$ cat config.mk
export PLATFORM = sky130hd
export DESIGN_NAME = mac_sequencer
export DESIGN_NICKNAME = d
export VERILOG_FILES = /design/src/rtl/mnist_mac_pkg.sv /design/src/rtl/q16_mult_pipe.sv /design/src/rtl/mac_sequencer.sv
export SDC_FILE = /design/constraint.sdc
export NUM_CORES = 2
export LEC_CHECK = 0
export BUFFER_PORTS_ARGS = -buffer_cell sky130_fd_sc_hd__buf_2
export CAP_MARGIN = 20
export CORE_UTILIZATION = 45
export DETAILED_ROUTE_END_ITERATION = 10
export SLEW_MARGIN = 20
export SYNTH_ARGS = -nofsm -noshare
export SYNTH_HDL_FRONTEND = slang
export SYNTH_SLANG_ARGS = --single-unit
$ cat constraint.sdc
create_clock -name clk -period 8.89 [get_ports clk]
set_input_delay 1.778 -clock clk [delete_from_list [all_inputs] [get_ports clk]]
set_output_delay 1.778 -clock clk [all_outputs]
set_load 0.1 [all_outputs]
$ cat src/rtl/mnist_mac_pkg.sv
// Shared constants and types for the Q16.16 neuron MAC datapath.
//   Q_FRAC       : fractional bits of the Q16.16 format
//   Q_W          : total Q16.16 word width
//   Q_MAX/Q_MIN  : saturation limits of a Q16.16 word
//   state_t      : sequencer FSM states
package mnist_mac_pkg;

  localparam int Q_FRAC = 16;
  localparam int Q_W    = 32;

  localparam logic signed [Q_W-1:0] Q_MAX = 32'sh7FFF_FFFF;
  localparam logic signed [Q_W-1:0] Q_MIN = 32'sh8000_0000;

  typedef enum logic [1:0] {
    IDLE,
    RUN,
    DRAIN,
    FINISH
  } state_t;

endpackage

$ cat src/rtl/q16_mult_pipe.sv
// One-cycle registered Q16.16 multiplier.
//   clk  : rising-edge clock
//   rstn : synchronous active-low reset, clears the product register
//   a    : signed Q16.16 weight
//   b    : signed input sample, XBITS+1 bits, Q16.16
//   p    : registered (a*b)>>>16, full-width product with the low
//          fractional bits dropped (floors toward minus infinity)
module q16_mult_pipe
  import mnist_mac_pkg::*;
#(
  parameter int XBITS = 31
) (
  input  logic                            clk,
  input  logic                            rstn,
  input  logic signed [Q_W-1:0]           a,
  input  logic signed [XBITS:0]           b,
  output logic signed [Q_W+XBITS-Q_FRAC:0] p
);

  logic signed [Q_W+XBITS:0] prod_p1;

  assign prod_p1 = a * b;

  // ---- stage p1 -> p2: product register ----
  // Taking the upper slice of a two's-complement value is an arithmetic
  // shift right, so the result is floored, not truncated toward zero.
  always_ff @(posedge clk) begin
    if (!rstn) p <= '0;
    else       p <= prod_p1[Q_W+XBITS:Q_FRAC];
  end

endmodule

$ cat src/rtl/mac_sequencer.sv
// Sequences one neuron evaluation: walks the weight/input memories,
// multiply-accumulates every pair, adds the bias, saturates to Q16.16 and
// applies ReLU.
//   clk, rstn : clock, synchronous active-low reset
//   start     : request an evaluation (accepted only while idle)
//   busy      : evaluation in progress
//   addr      : shared read address for weight and input memories
//   w_rdata   : signed Q16.16 weight, one cycle after addr
//   x_rdata   : signed Q16.16 input, one cycle after addr
//   bias      : signed Q16.16 bias, sampled in the FINISH cycle
//   result    : ReLU output, held until the next completed evaluation
//   done      : one-cycle pulse when result updates
module mac_sequencer
  import mnist_mac_pkg::*;
#(
  parameter int N_INPUTS = 784,
  parameter int XBITS    = 31,
  parameter int ACC_W    = 64
) (
  input  logic                    clk,
  input  logic                    rstn,
  input  logic                    start,
  output logic                    busy,
  output logic [15:0]             addr,
  input  logic signed [Q_W-1:0]   w_rdata,
  input  logic signed [XBITS:0]   x_rdata,
  input  logic signed [Q_W-1:0]   bias,
  output logic signed [Q_W-1:0]   result,
  output logic                    done
);

  localparam int          P_W  = Q_W + XBITS + 1 - Q_FRAC;
  localparam logic [15:0] LAST = 16'(N_INPUTS - 1);

  state_t      state, state_nxt;
  logic [15:0] cnt, cnt_nxt;
  logic        clr_acc;

  logic                    vld_p1, vld_p2;
  logic signed [P_W-1:0]   prod_p2;
  logic signed [ACC_W-1:0] acc_p3;
  logic signed [ACC_W-1:0] sum_p3;

  function automatic logic signed [Q_W-1:0] sat_q16(input logic signed [ACC_W-1:0] v);
    if (v > ACC_W'(Q_MAX))      return Q_MAX;
    else if (v < ACC_W'(Q_MIN)) return Q_MIN;
    else                        return v[Q_W-1:0];
  endfunction

  function automatic logic signed [Q_W-1:0] relu(input logic signed [Q_W-1:0] v);
    return v[Q_W-1] ? '0 : v;
  endfunction

  always_ff @(posedge clk) begin
    if (!rstn) begin
      state <= IDLE;
      cnt   <= '0;
    end else begin
      state <= state_nxt;
      cnt   <= cnt_nxt;
    end
  end

  // cnt walks the addresses in RUN and is reused to time the two DRAIN
  // cycles that let the last product clear the memory and multiply stages.
  always_comb begin
    state_nxt = state;
    cnt_nxt   = cnt;
    clr_acc   = 1'b0;
    case (state)
      IDLE: begin
        cnt_nxt = '0;
        if (start) begin
          clr_acc   = 1'b1;
          state_nxt = RUN;
        end
      end
      RUN: begin
        if (cnt == LAST) begin
          cnt_nxt   = '0;
          state_nxt = DRAIN;
        end else begin
          cnt_nxt = cnt + 16'd1;
        end
      end
      DRAIN: begin
        if (cnt == 16'd1) begin
          cnt_nxt   = '0;
          state_nxt = FINISH;
        end else begin
          cnt_nxt = cnt + 16'd1;
        end
      end
      FINISH: begin
        cnt_nxt   = '0;
        state_nxt = IDLE;
      end
      default: begin
        cnt_nxt   = '0;
        state_nxt = IDLE;
      end
    endcase
  end

  // addr and busy decode registered state only, so start never reaches addr
  // combinationally.
  assign addr = (state == RUN) ? cnt : 16'd0;
  assign busy = (state != IDLE);

  // ---- stage p0 -> p1: memory read latency ----
  always_ff @(posedge clk) begin
    if (!rstn) vld_p1 <= 1'b0;
    else       vld_p1 <= (state == RUN);
  end

  // ---- stage p1 -> p2: registered multiply ----
  q16_mult_pipe #(
    .XBITS(XBITS)
  ) u_mult (
    .clk (clk),
    .rstn(rstn),
    .a   (w_rdata),
    .b   (x_rdata),
    .p   (prod_p2)
  );

  always_ff @(posedge clk) begin
    if (!rstn) vld_p2 <= 1'b0;
    else       vld_p2 <= vld_p1;
  end

  // ---- stage p2 -> p3: accumulate (wrapping) ----
  always_ff @(posedge clk) begin
    if (!rstn)       acc_p3 <= '0;
    else if (clr_acc) acc_p3 <= '0;
    else if (vld_p2)  acc_p3 <= acc_p3 + ACC_W'(prod_p2);
  end

  assign sum_p3 = acc_p3 + ACC_W'(bias);

  // ---- stage p3 -> output: bias, saturate, ReLU ----
  always_ff @(posedge clk) begin
    if (!rstn) begin
      result <= '0;
      done   <= 1'b0;
    end else begin
      done <= (state == FINISH);
      if (state == FINISH) result <= relu(sat_q16(sum_p3));
    end
  end

endmodule

-- Word-level counts from Yosys, hierarchy flattened
Index checks and enable logic that the tools add are counted.
- add/subtract/negate cells: 3
- $mul: 1
- magnitude comparators: 2
- equal/unequal tests: 8
- mux-type cells: 15
- bitwise operators: 1
- reductions and logical operators: 5
- operator list (cell ; count):
    $mux 32 ; 4
    $add 64x32->64 ; 1
    $add 64x48->64 ; 1
    $gt 64x32->1 const B ; 1
    $lt 64x32->1 const B ; 1
    $mul 32x32->64 ; 1
    $mux 16 ; 3
    $pmux 16 s3 ; 1
    $mux 31 ; 1
    $add 16x1->16 const B ; 1
    $eq 16x1->1 const B ; 1
    $eq 16x10->1 const B ; 1
    $pmux 2 s4 ; 1
    $mux 2 ; 3
    $ne 2x2->1 const B ; 3
    $eq 2x2->1 const B ; 2
    $reduce_or 2->1 ; 2
    $reduce_and 3->1 ; 1
    $eq 2x1->1 const B ; 1
    $logic_not 2->1 ; 1
    $mux 1 ; 2
    $reduce_bool 2->1 ; 1
    $not 1->1 ; 1
- register bits: 165
- input bits: 99
- output and inout port bits: 50
- word-level logic and storage cells: 43

-- Longest topological paths before layout
- depth after elaboration: 7
- gate-level depth with buffers: 31
- depth with buffers taken out: 30

-- Modules after synthesis
Synthesis repeated with hierarchy kept, for this count alone.
- cells, all modules: 5562
- area total of the unflattened synthesis: 49566.3 um2
- by module, submodules not included (module ; instances ; cells an instance ; area an instance (um2) ; sequential area each (um2)):
    q16_mult_pipe ; 1 ; 3958 ; 37273.2 ; 960.9
    mac_sequencer ; 1 ; 1604 ; 12293.0 ; 2322.2

-- Worst setup path after synthesis
Ideal clock, no wire load.
- kind: input -> register
- from: input port w_rdata[31]
- to: register u_mult.p[44]
- arrival: 8.919 ns
- setup slack: -0.144 ns
- cell stages on the path: 25
- path buffers: 1
- cells stage by stage: clkbuf_1 -> nand2_1 -> fa_1 -> fa_1 -> fa_1 -> inv_1 -> fa_1 -> inv_1 -> fa_1 -> inv_1 -> fa_1 -> inv_1 -> fa_1 -> fa_1 -> inv_1 -> ha_1 -> nor4_1 -> nand2_1 -> a31oi_1 -> o31a_1 -> o22ai_1 -> or2_2 -> a31o_2 -> xor2_1 -> and2_1
- word-level cells in the longest chain between the ends: 1
- RTL lines (element ; RTL line ; source):
    start: declaration ; mac_sequencer.sv:25 ; input logic signed [Q_W-1:0] w_rdata,
    $mul 32x32->64 ; q16_mult_pipe.sv:22 ; assign prod_p1 = a * b;
    end signal: assignment ; q16_mult_pipe.sv:29 ; else p <= prod_p1[Q_W+XBITS:Q_FRAC];
    end: declaration ; q16_mult_pipe.sv:17 ; output logic signed [Q_W+XBITS-Q_FRAC:0] p
Every way passes these cells.
A chain may end at the register's enable or synchronous reset.

-- Worst setup path after layout
- from: input port x_rdata[0]
- to: register u_mult.p[47]
- word-level cells in the longest chain between the ends: 1
- RTL lines (element ; RTL line ; source):
    start: declaration ; mac_sequencer.sv:26 ; input logic signed [XBITS:0] x_rdata,
    $mul 32x32->64 ; q16_mult_pipe.sv:22 ;
Every way passes these cells.

==> qor.csv <==
metric,value,unit
Final setup viols,0,
synthesized instance count,5367,
Synth Area in Adders,52.98,%
Fin Clk Skew,11.03,ps
DP Worst Slack,-724.4,ps
worst reg2reg setup slack,4070,ps
top-count cell post-synth,fa_1,
Tightest Pin Transition,943.8,ps
Clock Sinks,164,
# rows,119,
largest family of logic cells by synthesized area,adder cells,
fin. max-slew vios,0,
Final HPWL DP,109900,um
PortBufs,147,
most frequent cell on the critical path,fa_1,
initial DRC count,2184,
final period utilization,97.61,%
RR Endpoint,result[3]$_SDFFE_PN0P_,
initial core utilization,45.64,%
main flop type after synthesis,dfxtp_1,
Hold Path Class,flop to flop,
vias in the first global route,38191,
startpoint types,input port,
Synth top area share,44.87,%
maxcap violations,0,
post-synthesis sequential area ratio,6.795,%
Routed WL per cell,18.00,um
crit path time final,8677,ps
Clock Root Buffer,clkbuf_16,
Setup WS post-layout,212.8,ps
syn nets,6862,
cts hold-fix bufs,0,
Yosys cell types,89,
Die Span Y,329.7,um
Synth Area in Simple Gates,17.38,%
Worst-Skew Late Latency,450,ps
hold slack,452.3,ps
Fin. Hold Viols,0,
Critical-path top delay cell,fa_1,
crit-path max FO,4,
CP arrival,9020,ps
first-pass GRT wire length,207300,um
Synth Area in XOR/XNOR,2.882,%
"slowest stage delay, CP",560,ps
RSZ-0062 raised after global routing,true,
Clock Pin Slew Worst Setup and Hold Paths,70,ps
die area,108700,um2
First-pass DRT Iterations,6,
Area Overhead vs Synth,12.81,%
HP Start,vld_p1$_SDFF_PN0_,
I/O Pins,149,
Yosys reg bits,164,
Syn Area/Cell,9.003,um2
WP data required,9240,ps
synth cell count leaders,"1,083 x fa_1, 1,038 x inv_1, 625 x nand2_1, 582 x and2_1, 313 x ha_1",
Cells after DPL,7022,
vias,36540,
Via density,5.170,
CTS buffer count,17,
Worst R2R Start,acc_p3[0]$_SDFFE_PP0P_,
Compound-Gate Fraction of Synth Area,8.830,%
DRC errors left,0,
Synth area leaders,"fa_1 45%, ha_1 8.1%, inv_1 8.1%, and2_1 7.5%, dfxtp_1 6.8%",
post-synthesis cell area,48320,um2
slew margin rel.,37.08,%
layout cells sized above 1,11.87,%
ys async rst share,0,%
Die Wd,329.7,um
"antenna viol nets, final",0,
Crit Path Class,input port to flop,
Core ar.,105900,um2
CTS tree,built,
post-synthesis mux area share,0.9763,%
number of synthesized flops with an enable pin,0,
outcome,completed,
Nets,7159,
Min-Delay Endpoint,vld_p2$_SDFF_PN0_,
leading area contributor after synthesis,fa_1,
initial antenna violation count,4,
CP Capture Type,flop,
grt ovf,0,
fmax,0.1152,GHz
Max clock buf depth,2,
final wirelength,127200,um
WHS Path Cells,1,
"non-filler cells, final",7068,
YS warnings,0,
Clock H-tree levels,4,
final cell utilization of the core,51.49,%
Final GP Congestion,0.9127,
worst reg-to-reg path cell count,16,
total track usage,24.09,%
largest net degree at the start of global routing,61,
metrics by stage:
step | setup TNS [ps] | cell area (um2)
after floorplan | 0 | 48330
final | 0 | 54500
after global placement | -8856 | 53080
after global routing | -47.49 | 54500
after CTS | 0 | 53800
after detailed placement | -10180 | 53100
how the worst max path moves through the flow:
stage | startpoint | end | slack, ps
after floorplan | x_rdata[2] | u_mult.p[44]$_SDFF_PN0_ | 0.06
after global placement | w_rdata[16] | u_mult.p[44]$_SDFF_PN0_ | -670
after detailed placement | w_rdata[10] | u_mult.p[20]$_SDFF_PN0_ | -720
after CTS | x_rdata[2] | u_mult.p[44]$_SDFF_PN0_ | 10
after global routing | x_rdata[2] | u_mult.p[47]$_SDFF_PN0_ | -30
final | x_rdata[0] | u_mult.p[47]$_SDFF_PN0_ | 210
cell type report:
| cell class | count | area [um2] |
|---|---|---|
| fill | 9863 | 51360 |
| multi-input combinational | 3903 | 40450 |
| timing repair buffer | 539 | 4489 |
| inverter | 1039 | 3900 |
| sequential | 164 | 3287 |
| tap | 1391 | 1740 |
| clock buffer | 18 | 450.4 |
| clock inverter | 13 | 182.7 |
| antenna | 1 | 2.502 |
worst max-delay path, delay by kind of cell:
| kind | cells | cell delay [ps] |
|---|---|---|
| buffers and inverters | 5 | 420 |
| XOR/XNOR | 1 | 100 |
| adder cells (fa/ha/maj) | 9 | 4300 |
| AO/OA/AOI/OAI | 5 | 1180 |
| AND/OR/NAND/NOR | 6 | 1240 |
registers in the layout, indices dropped and copies added, names as in the netlist:
register  flops
acc_p3       64
cnt          16
done          1
result       31
state         2
u_mult.p     48
vld_p1        1
vld_p2        1
cells in the final DEF, fill, tap and decap left out, types with 16 or more instances in the layout:
master     instances
fa_1            1062
inv_1           1034
nand2_1          622
and2_1           580
buf_4            351
ha_1             302
a21oi_1          167
dfxtp_1          163
nor2_1           162
a21o_1           109
o21ai_0          103
buf_2            102
xnor2_1           94
xor2_1            65
nor2b_1           55
nand3_1           49
mux2i_1           46
buf_12            36
nand4_1           34
a22oi_1           32
and3_1            30
nor3_1            28
a211oi_1          26
buf_6             26
nand2b_1          25
o21a_1            25
o21bai_1          25
clkbuf_16         24
fa_2              21
o211ai_1          18
a31oi_1           16
repair_timing:
item | CTS | global route
pin swaps | 4 | 77
gates cloned | 0 | 6
buffers inserted | 0 | 9
gates resized for setup | 21 | 151
setup endpoints to repair | 10 | 16
layer usage:
layer  vias up  part of all wire (%)  global-route usage [%]
met5         -                 0.010                       0
met4         2                   2.1                   5.062
met3       133                   5.3                   2.961
met2       907                    46                   38.46
met1     18471                    47                   35.12
li1      17027                     -                       -
logic make-up after synthesis:
group,Yosys count
muxes,47
other,1
DFF,164
adders and majority gates,1396
xor gates and xnor gates,159
and+or+nand+nor,1660
buffers and inverters,1300
AOI/OAI and AO/OA,640
Power is left out: the tool's default activity adds up to more than one toggle a clock period on the data nets, which glitch-free logic cannot reach.
